## config.mk

```make
export PLATFORM = sky130hd
export DESIGN_NAME = phy_init_ctrl
export DESIGN_NICKNAME = d
export VERILOG_FILES = /design/src/rtl/phy_init_ctrl.sv
export SDC_FILE = /design/constraint.sdc
export NUM_CORES = 1
export LEC_CHECK = 0
export ABC_AREA = 0
export CELL_PAD_IN_SITES_DETAIL_PLACEMENT = 1
export CELL_PAD_IN_SITES_GLOBAL_PLACEMENT = 1
export CORE_MARGIN = 2
export CORE_UTILIZATION = 34
export CTS_BUF_LIST = sky130_fd_sc_hd__clkbuf_4 sky130_fd_sc_hd__clkbuf_8
export DETAILED_ROUTE_END_ITERATION = 8
export GPL_ROUTABILITY_DRIVEN = 0
export PLACE_DENSITY = 0.82
export SLEW_MARGIN = 10
export SYNTH_ARGS = -nofsm -noshare
export SYNTH_HDL_FRONTEND = slang
export SYNTH_SLANG_ARGS = --single-unit
```

## constraint.sdc

```tcl
create_clock -name i_mdc -period 1.77 [get_ports i_mdc]
set_input_delay 0.4425 -clock i_mdc [delete_from_list [all_inputs] [get_ports i_mdc]]
set_output_delay 0.4425 -clock i_mdc [all_outputs]
set_load 0.005 [all_outputs]
```

## src/rtl/phy_init_ctrl.sv

```systemverilog
`default_nettype none
// ============================================================================
// Module      : phy_init_ctrl
// Description : Walks a PHY register-write table through the MDIO write engine
//               after power-up, with per-write timeout and bounded retry.
// Revision    : 1.0 - initial release
// ============================================================================
module phy_init_ctrl #(
    parameter int          NUM_CMDS     = 4,
    parameter int          IDX_W        = 4,
    parameter logic [4:0]  PHY_AD       = 5'h01,
    parameter logic [15:0] PWR_WAIT_CYC = 16'd1000,
    parameter logic [15:0] TIMEOUT_CYC  = 16'd128,
    parameter logic [3:0]  GAP_CYC      = 4'd2,
    parameter logic [1:0]  MAX_RETRY    = 2'd2
) (
    input  logic             i_mdc,
    input  logic             i_rst,
    input  logic             i_start,
    input  logic [4:0]       i_cmd_reg_ad,
    input  logic [15:0]      i_cmd_data,
    input  logic             i_write_done,
    output logic [IDX_W-1:0] o_cmd_idx,
    output logic             o_write_en,
    output logic [4:0]       o_phy_ad,
    output logic [4:0]       o_phyreg_ad,
    output logic [15:0]      o_phy_data,
    output logic             o_busy,
    output logic             o_init_done,
    output logic             o_init_err,
    output logic [1:0]       o_retry_cnt
);

    typedef enum logic [2:0] {
        S_IDLE     = 3'd0,
        S_PWR_WAIT = 3'd1,
        S_LOAD     = 3'd2,
        S_WRITE    = 3'd3,
        S_GAP      = 3'd4,
        S_DONE     = 3'd5,
        S_ERR      = 3'd6
    } state_t;

    localparam logic [IDX_W-1:0] c_LAST_IDX = IDX_W'(NUM_CMDS - 1);
    localparam logic [15:0]      c_GAP_LAST = {12'd0, GAP_CYC} - 16'd1;
    localparam logic [15:0]      c_TO_LAST  = TIMEOUT_CYC - 16'd1;
    localparam logic [15:0]      c_PWR_LAST = PWR_WAIT_CYC - 16'd1;

    state_t      r_state;
    logic [15:0] r_timer;
    logic        r_retry;
    logic [15:0] w_timer_inc;

    // Saturating increment so a stuck state can never alias back to zero.
    assign w_timer_inc = (r_timer == 16'hFFFF) ? r_timer : r_timer + 16'd1;
    assign o_phy_ad    = PHY_AD;

    always_ff @(posedge i_mdc) begin
        if (i_rst) begin
            r_state     <= S_IDLE;
            r_timer     <= 16'd0;
            r_retry     <= 1'b0;
            o_cmd_idx   <= '0;
            o_write_en  <= 1'b0;
            o_phyreg_ad <= 5'd0;
            o_phy_data  <= 16'd0;
            o_busy      <= 1'b0;
            o_init_done <= 1'b0;
            o_init_err  <= 1'b0;
            o_retry_cnt <= 2'd0;
        end else begin
            case (r_state)
                S_IDLE, S_DONE, S_ERR: begin
                    if (i_start) begin
                        o_cmd_idx   <= '0;
                        o_retry_cnt <= 2'd0;
                        o_init_done <= 1'b0;
                        o_init_err  <= 1'b0;
                        o_busy      <= 1'b1;
                        r_timer     <= 16'd0;
                        r_retry     <= 1'b0;
                        r_state     <= (PWR_WAIT_CYC == 16'd0) ? S_LOAD : S_PWR_WAIT;
                    end
                end
                S_PWR_WAIT: begin
                    r_timer <= w_timer_inc;
                    if (r_timer == c_PWR_LAST) begin
                        r_state <= S_LOAD;
                    end
                end
                S_LOAD: begin
                    o_phyreg_ad <= i_cmd_reg_ad;
                    o_phy_data  <= i_cmd_data;
                    o_write_en  <= 1'b1;
                    r_timer     <= 16'd0;
                    r_state     <= S_WRITE;
                end
                S_WRITE: begin
                    r_timer <= w_timer_inc;
                    // Done wins over a timeout landing on the same cycle.
                    if (i_write_done) begin
                        o_write_en  <= 1'b0;
                        o_retry_cnt <= 2'd0;
                        r_retry     <= 1'b0;
                        r_timer     <= 16'd0;
                        r_state     <= S_GAP;
                    end else if (r_timer == c_TO_LAST) begin
                        o_write_en <= 1'b0;
                        r_timer    <= 16'd0;
                        if (o_retry_cnt < MAX_RETRY) begin
                            o_retry_cnt <= o_retry_cnt + 2'd1;
                            r_retry     <= 1'b1;
                            r_state     <= S_GAP;
                        end else begin
                            o_init_err <= 1'b1;
                            o_busy     <= 1'b0;
                            r_state    <= S_ERR;
                        end
                    end
                end
                S_GAP: begin
                    r_timer <= w_timer_inc;
                    if (r_timer == c_GAP_LAST) begin
                        r_timer <= 16'd0;
                        if (r_retry) begin
                            r_retry <= 1'b0;
                            r_state <= S_LOAD;
                        end else if (o_cmd_idx == c_LAST_IDX) begin
                            o_init_done <= 1'b1;
                            o_busy      <= 1'b0;
                            r_state     <= S_DONE;
                        end else begin
                            o_cmd_idx <= o_cmd_idx + IDX_W'(1);
                            r_state   <= S_LOAD;
                        end
                    end
                end
                default: begin
                    r_state <= S_IDLE;
                end
            endcase
        end
    end

endmodule
`default_nettype wire

```

==> metrics.txt <==
status=finished, violations left; violated checks=negative setup slack; Nets=536; Worst R2R Setup Slack=-0.35 ns; ranking of synthesized cells by area=dfxtp_1 37%, a21oi_1 8.6%, nand2_1 8.5%, o21ai_0 3.9%, a31oi_1 3.2%; EDFF count, synth=0; vias in the first global route=3764; FFs w/ async S/R, synth=0%; synthesized area per cell=7.73 µm²; classification of the worst setup path=register to register; hold path depth=2; starting density of the core=35.1%; final worst slack=-0.349 ns; Worst Reg-to-Reg Cells=10; grt ovf=0; CTS tree=yes; DPL Wire Length=7560 µm; Power Total=0.00517 W; Tmin final=2.12 ns; CTS root buf=clkbuf_8; Via density=6.19; fin. max-slew vios=0; fmax=0.472 GHz; Req. time, crit path=1.94 ns; Arr. time, crit path=2.29 ns; worst reg2reg endpoint=r_timer[2]; Post-DRT Antenna Nets=0; synth cell count leaders=62 x nand2_1, 51 x dfxtp_1, 47 x a21oi_1; Inserted Clock Buffers=5; Worst slew margin=63.3%; first-pass iteration count of the detailed router=5; critical path startpoint category=register; yosys warns=0; P&R area growth vs syn=81.7%; cell area after synthesis=2730 µm²; pin count of the biggest net entering global routing=36; CTS HTree Levels=2; Hold Crit Endpoint=o_phy_data[5]; final hold viol count=0; Die H=93.6 µm; Crit Reg-Reg Startpoint=r_timer[1]; register area share after synthesis=37.4%; clock-pin transition on the worst setup and hold timing paths=0.11 ns; commonest register cell after synthesis=dfxtp_1; fin crit share=120%; Synth area leader=dfxtp_1; worst vdd ir=762 µV; IO Count=61; Worst Hold Slack=0.474 ns; # setup viols final=33; worst min path class=register to register; layout cell share with drive strength beyond 1=45.0%; clk sinks=51; Pleak=1.89 nW; count leader, synth=nand2_1; worst slew pin tran=0.550 ns; Die Width=93.6 µm; Overall Global Routing Usage=30.4%; routed wire length=16600 µm; n_diodes=0; Mapped Cells=353; first-pass GRT wire length=20400 µm; utilization after layout=63.8%; Port Buffer Count=55; core footprint=7770 µm²; Row Count=32; Critical Path End Type=register; total of max-cap violations=0; drt drc=0; Fin Setup TNS=-5.91 ns; Cell Pwr Density=1040 nW/µm²; worst skew pair latency=0.33 ns; Final Skew=0.0144 ns; First DRT Iteration DRCs=259; via count=3780; initial antenna violation count=0; Hold-fix buffers, CTS=0; critical path fanouts, max=4; die area=8750 µm²; Seq cells post-synth=51; critical hold path startpoint=o_phy_data[5]; top-area cell type share of the netlist area=37.4%; library cells used by synthesis=56; clk buf depth=2; WL per Instance=27.2 µm; RSZ-0062 raised after global routing=yes
==> power by group <==
part	switching, W	internal, W	leakage (nW)
sequential	0.000187	0.00130	0.427
combinational	0.00156	0.00131	1.41
clock	0.000486	0.000323	0.0516
total	0.00223	0.00293	1.89
==> worst max-delay path by stage <==
stage | to | cells past startpoint | startpoint | slack [ns]
floorplan | r_timer[10] | 9 | r_timer[1] | -0.02
global placement | r_timer[10] | 6 | i_rst | -0.33
detailed placement | r_timer[13] | 6 | i_rst | -0.46
CTS | o_cmd_idx[3] | 8 | r_timer[1] | -0.1
global route | r_timer[12] | 8 | r_timer[0] | -0.40
finish | r_timer[2] | 10 | r_timer[1] | -0.35
==> placed cells by master, fill, tap and decap left out, drive strengths merged, types with 6 or more instances in the layout <==
cell             n
buf            116
nand2           62
clkdlybuf4s50   52
dfxtp           51
a21oi           48
o21ai           21
nand3           14
a31oi           14
inv             12
nor2            12
nand4            9
nor3             9
clkbuf           6
or4              6
==> metrics by stage <==
| stage | cell area, µm² | setup slack (ns) | instances |
|---|---|---|---|
| 2_1_floorplan | 2770 | -0.0214 | 356 |
| 3_3_place_gp | 3950 | -0.325 | 572 |
| 3_5_place_dp | 3950 | -0.464 | 572 |
| 4_1_cts | 4420 | -0.0971 | 590 |
| 5_1_grt | 4950 | -0.402 | 611 |
| 6_report | 4950 | -0.349 | 611 |
==> area by class of cell <==
type | instances | area (µm²)
clock buffer | 6 | 82.6
timing repair buffer | 171 | 1560
fill | 886 | 2810
clock inverter | 2 | 13.8
multi-input combinational | 268 | 2060
inverter | 11 | 41.3
tap | 102 | 128
sequential | 51 | 1070
==> repair_timing <==
item / in CTS / in global routing
pin swaps: 28 / 38
gates resized for setup: 81 / 86
setup buffers: 10 / 21
setup endpoints to repair: 31 / 35
endpoints found under the hold margin: 0 / 0
==> worst max-delay path: stages, from the launching register on <==
cell and delay [ns]:
dfxtp_4 0.38, inv_2 0.08, ha_4 0.13, nor4b_4 0.21, and4_4 0.30, buf_12 0.11, o221ai_4 0.13, buf_12 0.17
buf_6 0.11, o211ai_1 0.12, o311ai_1 0.21
==> kinds of logic after synthesis <==
group / share of synthesized area, %
xor gates and xnor gates: 0.642
adders and majority gates: 1.38
AOI/OAI and AO/OA: 25.2
muxes: 0.367
and+or+nand+nor: 27.7
DFF: 37.4
buffers and inverters: 7.02
other: 0.275
==> state kept, by name (all words and copies together), names as in the netlist <==
name         cells
o_write_en       1
o_retry_cnt      2
o_busy           1
r_timer         16
o_phyreg_ad      5
o_init_err       1
r_retry          1
o_init_done      1
r_state          3
o_cmd_idx        4
o_phy_data      16
==> per-layer routing <==
layer	global-route usage (%)	wire [µm]
met5	0	0
met4	14.0	926
met3	6.29	1140
met2	52.9	8060
met1	35.6	6490
Note: power is estimated with default switching activity, not from simulation.
